$ cat config.mk
export PLATFORM = sky130hd
export DESIGN_NAME = product_divider_seq
export DESIGN_NICKNAME = d
export VERILOG_FILES = /design/src/rtl/product_div_pkg.sv /design/src/rtl/div_step.sv /design/src/rtl/product_divider_seq.sv
export SDC_FILE = /design/constraint.sdc
export NUM_CORES = 1
export LEC_CHECK = 0
export ABC_AREA = 0
export BUFFER_PORTS_ARGS = -buffer_cell sky130_fd_sc_hd__buf_2
export CORE_MARGIN = 4
export CORE_UTILIZATION = 56
export DETAILED_ROUTE_END_ITERATION = 16
export PLACE_DENSITY = 0.84
export SYNTH_ARGS = -nofsm -noshare
export SYNTH_HDL_FRONTEND = slang
export SYNTH_SLANG_ARGS = --single-unit
$ cat constraint.sdc
create_clock -name i_clk -period 4.53 [get_ports i_clk]
set_clock_uncertainty 0.1 [all_clocks]
set_input_delay 1.1325 -clock i_clk [delete_from_list [all_inputs] [get_ports i_clk]]
set_output_delay 1.1325 -clock i_clk [all_outputs]
set_load 0.02 [all_outputs]
$ cat src/rtl/product_div_pkg.sv
// Shared types and constants for the product divider: FSM states, default operand width
// and the quotient pattern reported for a zero divisor.
package product_div_pkg;

    typedef enum logic [1:0] {
        ST_IDLE = 2'd0,
        ST_BUSY = 2'd1,
        ST_DONE = 2'd2
    } state_t;

    localparam int DEFAULT_W = 2;

    // Replicated across the full quotient width to form the all-ones divide-by-zero result.
    localparam logic DBZ_Q_BIT = 1'b1;

endpackage

$ cat src/rtl/div_step.sv
// One combinational restoring-division iteration: shift in the next dividend bit,
// then subtract the divisor when it fits.
module div_step
    import product_div_pkg::*;
#(
    parameter int W = DEFAULT_W
) (
    input  logic [W-1:0] i_rem,
    input  logic         i_bit,
    input  logic [W-1:0] i_b,
    output logic [W-1:0] o_rem,
    output logic         o_q
);

    logic [W:0]   w_shift;
    logic [W-1:0] w_diff;

    assign w_shift = {i_rem, i_bit};
    // Whenever the subtraction is taken the result is below the divisor, so W bits suffice.
    assign w_diff  = w_shift[W-1:0] - i_b;
    assign o_q     = (w_shift >= {1'b0, i_b});
    assign o_rem   = o_q ? w_diff : w_shift[W-1:0];

endmodule

$ cat src/rtl/product_divider_seq.sv
// Sequential restoring divider recovering operand A from product P and operand B, one quotient
// bit per cycle. Define PRODUCT_DIVIDER_CHECK_EN to enable the q*b+r == p self-check.
module product_divider_seq
    import product_div_pkg::*;
#(
    parameter int W = DEFAULT_W
) (
    input  logic           i_clk,
    input  logic           i_rst_n,
    input  logic           i_in_valid,
    output logic           o_in_ready,
    input  logic [2*W-1:0] i_p_in,
    input  logic [W-1:0]   i_b_in,
    output logic           o_out_valid,
    input  logic           i_out_ready,
    output logic [2*W-1:0] o_q_out,
    output logic [W-1:0]   o_r_out,
    output logic           o_div_by_zero,
    output logic           o_check_err
);

    localparam int CW = (2 * W > 1) ? $clog2(2 * W) : 1;

    state_t         r_state;
    state_t         w_next_state;
    logic [2*W-1:0] r_p;
    logic [2*W-1:0] r_q;
    logic [W-1:0]   r_b;
    logic [W-1:0]   r_rem;
    logic [CW-1:0]  r_cnt;
    logic           r_dbz;
    logic [W-1:0]   w_step_rem;
    logic           w_step_q;

    div_step #(.W(W)) u_step (
        .i_rem (r_rem),
        .i_bit (r_p[r_cnt]),
        .i_b   (r_b),
        .o_rem (w_step_rem),
        .o_q   (w_step_q)
    );

    always_ff @(posedge i_clk or negedge i_rst_n) begin
        if (!i_rst_n) begin
            r_state <= ST_IDLE;
        end else begin
            r_state <= w_next_state;
        end
    end

    always_comb begin
        w_next_state = r_state;
        o_in_ready   = 1'b0;
        o_out_valid  = 1'b0;
        case (r_state)
            ST_IDLE: begin
                o_in_ready = 1'b1;
                if (i_in_valid) begin
                    w_next_state = (i_b_in == '0) ? ST_DONE : ST_BUSY;
                end
            end
            ST_BUSY: begin
                if (r_cnt == '0) begin
                    w_next_state = ST_DONE;
                end
            end
            ST_DONE: begin
                o_out_valid = 1'b1;
                if (i_out_ready) begin
                    w_next_state = ST_IDLE;
                end
            end
            default: w_next_state = ST_IDLE;
        endcase
    end

    // Quotient and remainder registers double as the result outputs, so they hold through DONE.
    always_ff @(posedge i_clk or negedge i_rst_n) begin
        if (!i_rst_n) begin
            r_p   <= '0;
            r_b   <= '0;
            r_q   <= '0;
            r_rem <= '0;
            r_cnt <= '0;
            r_dbz <= 1'b0;
        end else begin
            case (r_state)
                ST_IDLE: begin
                    if (i_in_valid) begin
                        r_p   <= i_p_in;
                        r_b   <= i_b_in;
                        r_dbz <= (i_b_in == '0);
                        r_cnt <= CW'(2 * W - 1);
                        if (i_b_in == '0) begin
                            r_q   <= {(2 * W){DBZ_Q_BIT}};
                            r_rem <= i_p_in[W-1:0];
                        end else begin
                            r_q   <= '0;
                            r_rem <= '0;
                        end
                    end
                end
                ST_BUSY: begin
                    r_rem        <= w_step_rem;
                    r_q[r_cnt]   <= w_step_q;
                    if (r_cnt != '0) begin
                        r_cnt <= r_cnt - CW'(1);
                    end
                end
                default: ;
            endcase
        end
    end

    assign o_q_out       = r_q;
    assign o_r_out       = r_rem;
    assign o_div_by_zero = r_dbz;

`ifdef PRODUCT_DIVIDER_CHECK_EN
    logic [3*W-1:0] w_recon;

    assign w_recon     = (3 * W)'(r_q) * (3 * W)'(r_b) + (3 * W)'(r_rem);
    assign o_check_err = (r_state == ST_DONE) && !r_dbz && (w_recon != (3 * W)'(r_p));
`else
    assign o_check_err = 1'b0;
`endif

endmodule

# Word-level counts from Yosys, hierarchy flattened
# Index checks and enable logic that the tools add are counted.
[totals]
wordCells = 50
output_inout_bits = 10
ff_bits = 17
[classes]
n_addsub = 2
order_cmp = 3
n_reduce_logical = 10
n_eq_ne = 6
mux = 22
[ops]
columns = ["operator", "count"]
rows = [
  ["$mux W2", 9],
  ["$mux W4", 2],
  ["$ne A2 B2 Y1 const B", 4],
  ["$pmux W2 S2", 2],
  ["$pmux W4 S2", 1],
  ["$logic_not A2 Y1", 3],
  ["$pmux W2 S3", 1],
  ["$reduce_and A3 Y1", 2],
  ["$bwmux W4", 1],
  ["$mux W1", 4],
  ["$reduce_and A2 Y1", 2],
  ["$reduce_bool A2 Y1", 2],
  ["$ge A3 B2 Y1", 1],
  ["$lt A2 B3 Y1 const B", 1],
  ["$bmux W1 S2", 1],
  ["$demux W1 S2", 1],
  ["$eq A2 B1 Y1 const B", 1],
  ["$eq A2 B2 Y1 const B", 1],
  ["$ge A2 B1 Y1 const B", 1],
  ["$sub A2 B1 Y2 const B", 1],
  ["$sub A2 B2 Y2", 1],
  ["$logic_and A1 B1 Y1", 1],
]

# Longest topological paths before layout
# Gate-level depths: netlist of the first run.
[logic_depth]
depth_word = 6
ltp_mapped = 7
ltp_nobuf = 7

# Modules after synthesis
# From an unflattened synthesis of the first run, not the netlist that was laid out.
[unflattened]
cells_unflattened = 101
area_unflattened_um2 = 975.9
[by_module_without_submodules]
columns = ["module", "area_each_um2", "seq_area_each_um2", "n_inst", "cells_each"]
rows = [
  ["product_divider_seq", 877.1, 425.4, 1, 88],
  ["div_step", 98.8, 0.0, 1, 13],
]

# Least setup slack after synthesis of the first run
# Ideal clock, no wire load.
[synth_timing]
path_type = "in2reg"
from = "input port i_in_valid"
to = "register r_rem[0] (netlist: o_r_out[0])"
setup_ns = 0.104
stages = 6
t_arrival_ns = 2.289
path_slack_ns = 2.037
path_cell_list = "or3b_1 buf_2 or3_1 buf_2 o22a_1 o311ai_1"
[synth_between]
elab_chain_cells = 2
[synth_rtl]
columns = ["element", "line_no", "rtl"]
rows = [
  ["start: declaration", "product_divider_seq.sv:10", "input logic i_in_valid,"],
  ["$ne A2 B2 Y1 (no source line)", "-", ""],
  ["$reduce_and A2 Y1 (no source line)", "-", ""],
  ["end signal: assignment", "product_divider_seq.sv:96", "r_rem <= i_p_in[W-1:0];"],
  ["end signal: assignment", "product_divider_seq.sv:104", "r_rem <= w_step_rem;"],
  ["end: declaration", "product_divider_seq.sv:29", "logic [W-1:0] r_rem;"],
]
# Every way passes these cells.
# A chain may end at the register's enable or synchronous reset.

# Worst setup path after layout of the first run
[layout_timing]
from = "register r_cnt[0]"
to = "register r_rem[1] (netlist: o_r_out[1])"
[layout_between]
elab_chain_cells = 5
elab_cells_between_ends = 6
[layout_rtl]
columns = ["element", "line_no", "rtl"]
rows = [
  ["start: declaration", "product_divider_seq.sv:30", "logic [CW-1:0] r_cnt;"],
  ["start signal: assignment", "product_divider_seq.sv:93", "r_cnt <= CW'(2 * W - 1);"],
  ["start signal: assignment", "product_divider_seq.sv:107", "r_cnt <= r_cnt - CW'(1);"],
  ["$bmux W1 S2 (*)", "product_divider_seq.sv:37", ".i_bit (r_p[r_cnt]),"],
  ["$mux W1 (not written as such) (*)", "product_divider_seq.sv:37", ""],
  ["$ge A3 B2 Y1 or $sub A2 B2 Y2 (tied branches)", "div_step.sv:21, div_step.sv:20", ""],
  ["$mux W2 (*)", "div_step.sv:22", "assign o_rem = o_q ? w_diff : w_shift[W-1:0];"],
  ["$pmux W2 S2 (*)", "product_divider_seq.sv:87", "case (r_state)"],
]
# Every way passes the cells marked *; elsewhere a longest branch is shown, timed or not. The select of a mux whose other input is x is not followed.

==> results.yml, run 1 <==
outcome:
  status: "completed"
power:
  clock_power_share_pct: 11.0
  max-vdd-ir-drop_uv: 470
  p_sw_share_pct: 44.2
  seq_power_share_pct: 37.4
  p_sw_uw: 349
  p_leak_nw: 0.505
  power.density_mw_per_mm2: 777
  p_comb_share_pct: 51.6
  internal_power_uw: 440
min_path:
  hold_path_class: "flop to flop"
routing:
  wirelength_mm: 1.77
  vias_per_cell: 5.81
  num_vias: 720
  dr.pass1.iters: 4
  drc_errors: 0
  drt_iter0_drc: 17
  wl_per_cell_um: 14.3
  ant_nets: 0
clock_tree:
  cts.sinks: 17
  cts.path.max_buffers: 2
  postCtsSetupRepairBufs: 0
  path_clk_slew_ns: 0.11
  cts_max_level: 1
  cts_resized: 0
  hold_buffers: 0
  cts_tree: "built"
  cts-root-buf: "clkbuf_4"
  cts_buffers: 3
  clk_latency_ns: 0.30
global_routing:
  grt_usage_pct: 16.2
  antenna_found_initial: 0
  grt_pass1_wl_mm: 3.02
  grt_overflow: 0
  grt_max_degree: 18
  grt_pass1_vias: 691
worst_setup_path:
  worstSetupPathType: "flop to flop"
  crit_path_max_fanout: 7
  crit_path_start_kind: "flop"
  cp.arrival_ns: 2.82
  cp.required_ns: 4.63
  r2r_slack_ns: 1.81
  cp-end-kind: "flop"
sta:
  post-route-period-util_pct: 60.1
  fmax_mhz: 367
  period_needed_ns: 2.72
  rsz0062_at_grt: "no"
  setup_viol: 0
  slew_headroom_pct: 48.3
  whs_ns: 0.400
  worst_pin_slew_ns: 0.771
  hold_viol_final: 0
  setup_tns_ns: 0
  slew_viol_final: 0
synthesis:
  synth_seq_cells: 17
  synth_top_area_share_pct: 46.4
  synth_top_cell_by_area: "dfrtp_1"
  async_flop_share_pct: 100
  synthCells: 92
  ys.warnings.count: 0
  postSynthAreaPerCell_um2: 9.97
  netlist-cell-type-count: 25
  synth_area_leaders: "dfrtp_1 (46%), ha_1 (8.2%), mux2_2 (6.1%)"
  ys_seq_area_share_pct: 46.4
  synth-edff-count: 0
  ys.flop_type: "dfrtp_1"
  synth.net_count: 108
  syn_area_um2: 917
floorplanning:
  initial_core_util_pct: 60.2
  die_h_um: 48.5
  row_count: 14
  io_pins: 20
  die_x_um: 48.5
  core_mm2: 0.00152
  die-area_mm2: 0.00235
layout:
  antennaDiodeCount: 0
  regArea_um2: 425
  multi_input_area_um2: 424
  fill_cells: 119
  synthToLayoutAreaGrowth_pct: 10.8
  drive_gt1_share_pct: 25.0
  nets: 125
placement:
  gp_congestion: 0.752
  place_hpwl_mm: 1.38
  port_buffers: 18
run:
  max_cap_viol_count: 0
==> flip-flops by register name (all words and copies together) (netlist names) <==
register       count
o_q_out            4
r_p                4
o_r_out            2
r_b                2
r_cnt              2
r_state            2
o_div_by_zero      1
==> power groups by stage <==
stage	Sequential, mW	Clock, mW	Combinational [mW]
after floorplan	0.305	0	0.303
after global placement	0.293	0	0.390
after detailed placement	0.299	0	0.410
after CTS	0.295	0.0853	0.411
after global routing	0.309	0.0937	0.457
final	0.296	0.0866	0.407
==> worst paths after layout <==
| kind | startpoint | to | depth (start not counted) |
|---|---|---|---|
| min reg2reg | o_div_by_zero | o_div_by_zero | 2 |
| max in group asynchronous | i_rst_n | r_p[1] | 1 |
| max reg2reg | r_cnt[0] | o_r_out[1] | 7 |
| max | r_cnt[0] | o_r_out[1] | 7 |
| min | o_div_by_zero | o_div_by_zero | 2 |
| min in group asynchronous | i_rst_n | o_r_out[0] | 1 |
==> cell usage after synthesis, types with 2 or more instances <==
| cell type | instances |
|---|---|
| nand2b_1 | 3 |
| ha_1 | 6 |
| inv_1 | 8 |
| o22a_1 | 2 |
| a21oi_1 | 4 |
| o21ai_0 | 6 |
| nand2_1 | 8 |
| dfrtp_1 | 17 |
| nor2_1 | 7 |
| nand3_1 | 5 |
| nor2b_1 | 2 |
| mux2_2 | 5 |
| o211ai_1 | 5 |
| buf_2 | 3 |
==> worst max-delay path: stages (launching register included) <==
cell	delay (ns)
dfrtp_1	0.47
mux4_2	0.54
inv_1	0.07
ha_1	0.23
nand2b_1	0.14
a211oi_1	0.67
a21oi_1	0.18
o22a_1	0.22
==> metrics by stage <==
stage	power, mW	setup WS, ns	cells	area [um2]	utilization, %
2_1_floorplan	0.608	2.04	92	917	-
3_3_place_gp	0.683	1.79	120	990	64.9
3_5_place_dp	0.709	1.70	120	990	64.9
4_1_cts	0.791	1.81	124	1020	66.7
5_1_grt	0.860	1.61	124	1020	66.7
6_report	0.789	1.81	124	1020	66.7
==> cell type report <==
class	count	area share (%)
multi-input cells	61	41.7
inverters	8	2.96
repair buffers	18	8.87
flip-flops and latches	17	41.9
well taps	16	1.97
clock buffers	4	2.59
==> routing by layer <==
metal	wire [um]	global-route usage (%)	part of all wire [%]
met5	0	0	0
met4	47	9.42	2.7
met3	121	3.07	6.8
met2	818	23.9	46
met1	782	22.0	44
==> layout by cell type (no fill, tap or decap) <==
| cell type | Yosys | final |
|---|---|---|
| ha_1 | 6 | 6 |
| nand2_1 | 8 | 8 |
| mux4_2 | 1 | 1 |
| a211oi_1 | 1 | 1 |
| o311ai_1 | 1 | 1 |
| nor2b_1 | 2 | 2 |
| buf_2 | 3 | 18 |
| conb_1 | 1 | 1 |
| o22a_1 | 2 | 2 |
| dfrtp_1 | 17 | 17 |
| o41ai_1 | 1 | 1 |
| clkbuf_4 | 0 | 3 |
| nand2b_1 | 3 | 3 |
| inv_1 | 8 | 8 |
| o21ai_0 | 6 | 6 |
| or3b_1 | 1 | 1 |
| nand3_1 | 5 | 5 |
| nor4b_1 | 1 | 1 |
| clkbuf_1 | 1 | 1 |
| mux2_2 | 5 | 5 |
| o211ai_1 | 5 | 5 |
| a21oi_1 | 4 | 4 |
| nor2_1 | 7 | 7 |
| or3_1 | 1 | 1 |
==> cell families after synthesis <==
| kind of cell | after synthesis | share of synthesized area [%] |
|---|---|---|
| DFF | 17 | 46.4 |
| and+or+nand+nor | 28 | 14.9 |
| buffers and inverters | 14 | 7.37 |
| adders and majority gates | 6 | 8.19 |
| other | 1 | 0.409 |
| AOI/OAI and AO/OA | 20 | 14.2 |
| muxes | 6 | 8.59 |
No activity file was read; power rests on OpenSTA's default activity.
==> inputs of run 2 (changes only) <==
CORE_UTILIZATION = 52   (was 56)
PLACE_DENSITY = 0.79   (was 0.84)
clock period = 2.9 ns   (was 4.53 ns; I/O delays follow)
==> run 2 against run 1 <==
  * Setup slack worse by 1.2 ns
  * Utilization down 1.2 points
  * Register-to-register slack worse by 1.2 ns
  * Fmax up 18%
  * Critical path type unchanged
  * Die area up 6.4%
  * Cell count up 1.6%
  * Critical path depth up 1
  * Sequential cell count unchanged
  * Sequential share of layout area down 0.66 points
==> results.yml, run 2 (synthesized netlist as in run 1, its figures left out) <==
layout:
  final_util_pct: 65.5
  drive_gt1_share_pct: 27.3
  final_common_cell: "buf_2"
  fill_cells: 134
  nets: 127
  layout_common_cells: "buf_2 (18), dfrtp_1 (17), inv_1 (8), nand2_1 (8), nor2_1 (7)"
  synthToLayoutAreaGrowth_pct: 12.6
  antennaDiodeCount: 0
power:
  p_leak_nw: 0.518
  power.density_mw_per_mm2: 1200
  seq_power_share_pct: 36.8
  p_sw_share_pct: 42.7
  p_sw_uw: 527
  clock_power_share_pct: 10.2
  internal_power_uw: 707
  max-vdd-ir-drop_uv: 641
  p_comb_share_pct: 53.1
global_routing:
  grt_pass1_vias: 616
  antenna_found_initial: 0
  grt_pass1_wl_mm: 2.81
  grt_max_degree: 18
  grt_use_met1_pct: 20.4
  top_usage_layer: "met2"
  met2_usage_pct: 20.4
  met3_usage_pct: 3.01
  grt_usage_pct: 14.6
  grt_overflow: 0
run:
  max_cap_viol_count: 0
routing:
  wirelength_mm: 1.65
  drt_iter0_drc: 14
  ant_nets: 0
  num_vias: 696
  drc_errors: 0
  dr.pass1.iters: 4
  vias_per_cell: 5.52
  wl_per_cell_um: 13.1
worst_setup_path:
  worstPathCellList: "mux4_2 > inv_1 > ha_1 > nand2b_1 > a211oi_1 > buf_4 > nand3_1 > o311ai_1"
  critPathBufInv: 2
  cp_slowest_cell: "mux4_2"
  critical_path.top_delay_family: "multiplexers"
  crit_path_start_kind: "flop"
  max_stage_delay_ns: 0.54
  cp-end-kind: "flop"
  worstSetupPathType: "flop to flop"
  cp.arrival_ns: 2.39
  crit_path_max_fanout: 6
  cp.required_ns: 2.99
floorplanning:
  die_x_um: 50.0
  row_count: 14
  initial_core_util_pct: 58.2
  core_mm2: 0.00158
  die-area_mm2: 0.00250
  die_h_um: 50.0
  io_pins: 20
placement:
  port_buffers: 18
  gp_congestion: 0.812
  place_hpwl_mm: 1.29
sta:
  slew_viol_final: 0
  fmax_mhz: 434
  hold_viol_final: 0
  setup_tns_ns: 0
  period_needed_ns: 2.30
  rsz0062_at_grt: "no"
  post-route-period-util_pct: 79.4
  setup_viol: 0
clock_tree:
  cts-root-buf: "clkbuf_4"
  hold_buffers: 0
  cts_tree: "built"
  cts_max_level: 1
  postCtsSetupRepairBufs: 0
  cts_buffers: 3
  cts.path.max_buffers: 2
  cts_resized: 0
  cts.sinks: 17
  path_clk_slew_ns: 0.10
  clk_latency_ns: 0.29
min_path:
  hold_path_class: "input port to asynchronous set/reset pin"
outcome:
  status: "completed"
-- run 2: cell types whose count changed in the layout (fill, tap and decap cells not counted), sizes merged --
cell	previous run	this run
clkinv	0	1
buf	18	20
clkbuf	4	3
-- run 2: final cells by class --
class	instances	area (um2)	area share, %
Clock buffer	3	22.5	2.18
Clock inverter	1	5.00	0.485
Inverter	8	30.0	2.91
Multi-Input combinational cell	61	424	41.1
Sequential cell	17	425	41.2
Tap cell	16	20.0	1.94
Timing Repair Buffer	20	105	10.2
-- run 2: stage by stage --
stage	cells	instance area (um2)	hold slack [ns]	setup slack [ns]	power, mW
2_1_floorplan	92	917	0.329	0.476	0.950
3_3_place_gp	122	1000	0.361	0.704	1.09
3_5_place_dp	122	1000	0.369	0.610	1.12
4_1_cts	126	1030	0.235	0.587	1.25
5_1_grt	126	1030	0.241	0.409	1.35
6_report	126	1030	0.231	0.598	1.23
-- run 2: power groups by stage --
stage / sequential (mW) / combinational, mW / clock (mW)
after floorplan: 0.477 / 0.474 / 0
after global placement: 0.457 / 0.634 / 0
after detailed placement: 0.459 / 0.659 / 0
after CTS: 0.454 / 0.662 / 0.131
after global routing: 0.472 / 0.731 / 0.144
final: 0.454 / 0.655 / 0.125
-- run 2: final timing paths --
kind,from,end,slack (ns),depth (start not counted)
min reg2reg,r_p[1],r_p[1],0.39,2
max reg2reg,r_cnt[0],o_r_out[0],0.60,8
max,r_cnt[0],o_r_out[0],0.60,8
min in group i_clk,r_p[1],r_p[1],0.39,2
min,i_rst_n,o_r_out[0],0.23,1
max in group asynchronous,i_rst_n,o_r_out[1],2.19,1
-- run 2: routing by layer --
metal | wire, um | vias to the layer above
met4 | 26 | 0
met5 | 0 | -
met1 | 781 | 310
met3 | 119 | 4
met2 | 724 | 30
li1 | - | 352
==> inputs of run 3 (changes only) <==
CORE_UTILIZATION = 47   (was 52)
PLACE_DENSITY = 0.75   (was 0.79)
clock period = 1.9 ns   (was 2.9 ns; I/O delays follow)
==> run 3 against run 2 <==
  * The run now ends with negative setup slack left
  * Utilization down 1.5 points
  * Worst hold slack better by 0.082 ns
  * Non-clock buffer count up 7
  * Critical path type unchanged
  * Largest cell class is now multi-input gates
==> results.yml, run 3 (synthesized netlist as in run 1, its figures left out) <==
outcome:
  status: "finished, violations left"
  violations: "negative setup slack"
worst_setup_path:
  cp.required_ns: 2.00
  crit_path_start_kind: "flop"
  worstPathCellList: "mux4_2 > inv_2 > ha_4 > nand2b_4 > a211oi_4 > buf_6 > nand3_2 > o311ai_1"
  r2r_slack_ns: -0.16
  crit_path_max_fanout: 6
  cp_slowest_cell: "mux4_2"
  worstSetupPathType: "flop to flop"
  rr_startpoint: "r_cnt[0]"
  r2r_cells: 8
  timing.rr.end: "o_r_out[0]"
  cp-end-kind: "flop"
  cp.arrival_ns: 2.15
  max_stage_delay_ns: 0.54
floorplanning:
  core_mm2: 0.00178
  initial_core_util_pct: 51.4
  die-area_mm2: 0.00272
  row_count: 15
  io_pins: 20
  die_x_um: 52.2
  die_h_um: 52.2
routing:
  ant_nets: 0
  dr_wl_met3_um: 101
  drt_iter0_drc: 15
  met1Wirelength_um: 845
  dr.pass1.iters: 4
  wl_per_cell_um: 13.8
  vias_per_cell: 5.27
  met2_wirelength_mm: 1.01
  num_vias: 749
  wirelength_mm: 1.96
  drc_errors: 0
  top_layer_used: "met4"
min_path:
  min_path_cells: 2
  hold_end: "r_p[3]"
  worstHoldStart: "i_p_in[3]"
  hold_path_class: "input port to flop"
global_routing:
  grt_pass1_wl_mm: 3.25
  grt_pass1_vias: 731
  grt_max_degree: 18
  grt_overflow: 0
  grt_usage_pct: 16.4
  antenna_found_initial: 0
sta:
  post-route-period-util_pct: 108
  rsz0062_at_grt: "yes"
  layout_setup_ws_ns: -0.158
  fmax_mhz: 486
  setup_viol: 6
  hold_viol_final: 0
  slew_viol_final: 0
  period_needed_ns: 2.06
clock_tree:
  cts_tree: "built"
  cts.sinks: 17
  cts_buffers: 3
  cts.path.max_buffers: 2
  clk_latency_ns: 0.29
  cts_max_level: 1
  path_clk_slew_ns: 0.10
  cts-root-buf: "clkbuf_4"
layout:
  final_common_cell: "buf_2"
  antennaDiodeCount: 0
  stdcell_count: 142
  fin_area_mm2: 0.00114
  nets: 134
  layout_common_cells: "buf_2 (18), dfrtp_1 (17), nand2_1 (8)"
  synthToLayoutAreaGrowth_pct: 24.3
  final_util_pct: 63.9
  drive_gt1_share_pct: 35.0
placement:
  port_buffers: 18
  placed_area_mm2: 0.00107
  dp_cells: 135
  gp_congestion: 0.862
  place_hpwl_mm: 1.46
power:
  max-vdd-ir-drop_uv: 914
  p_leak_nw: 0.558
  power.density_mw_per_mm2: 1930
run:
  max_cap_viol_count: 0
==> run 3: how the worst max path moves through the flow <==
stage	startpoint	endpoint	slack, ns	cells past startpoint
floorplan	r_cnt[0]	o_r_out[1]	-0.23	7
global placement	r_cnt[0]	o_r_out[0]	-0.10	8
detailed placement	r_cnt[0]	o_r_out[0]	-0.15	8
CTS	r_cnt[0]	o_r_out[1]	-0.13	7
global route	r_cnt[0]	o_r_out[1]	-0.24	7
finish	r_cnt[0]	o_r_out[0]	-0.16	8
==> run 3: layer usage <==
layer | vias to the layer above | GRT usage (%)
met5 | - | 0
met2 | 20 | 28.9
met4 | 0 | 5.11
met1 | 362 | 19.7
li1 | 365 | -
met3 | 2 | 3.70
==> run 3: through the flow <==
stage	worst slack [ns]	power [mW]	setup TNS (ns)	hold WS (ns)
after floorplan	-0.229	1.55	-0.854	0.0794
after global placement	-0.103	1.82	-0.512	0.317
after detailed placement	-0.146	1.88	-0.771	0.315
after CTS	-0.126	2.14	-0.581	0.306
after global routing	-0.236	2.38	-1.21	0.299
final	-0.158	2.20	-0.741	0.313
==> run 3: what timing repair did <==
item,CTS,global route
buffers inserted,0,2
pin swaps,4,0
hold buffers,1,0
hold endpoints to repair,10,0
endpoints found under the setup margin,6,6
gates resized for setup,3,1
==> run 3: layout make-up <==
| cell class | instances | area, um2 |
|---|---|---|
| fill | 154 | 643 |
| multi-input combinational | 61 | 462 |
| sequential | 17 | 425 |
| timing repair buffer | 27 | 164 |
| tap | 25 | 31.3 |
| inverter | 8 | 30.0 |
| clock buffer | 3 | 22.5 |
| clock inverter | 1 | 5.00 |
==> run 3: critical path, delay by kind of cell, from the launching register on <==
kind                     cells  cell delay (ns)
AND/OR/NAND/NOR              2             0.20
multiplexers                 1             0.54
adder cells (fa/ha/maj)      1             0.19
AO/OA/AOI/OAI                2             0.31
flip-flops                   1             0.38
buffers and inverters        2             0.23
==> run 3: report_power, final <==
group	switching [mW]	internal [mW]	total [mW]
clock	0.115	0.0782	0.194
sequential	0.126	0.543	0.670
combinational	0.693	0.641	1.33
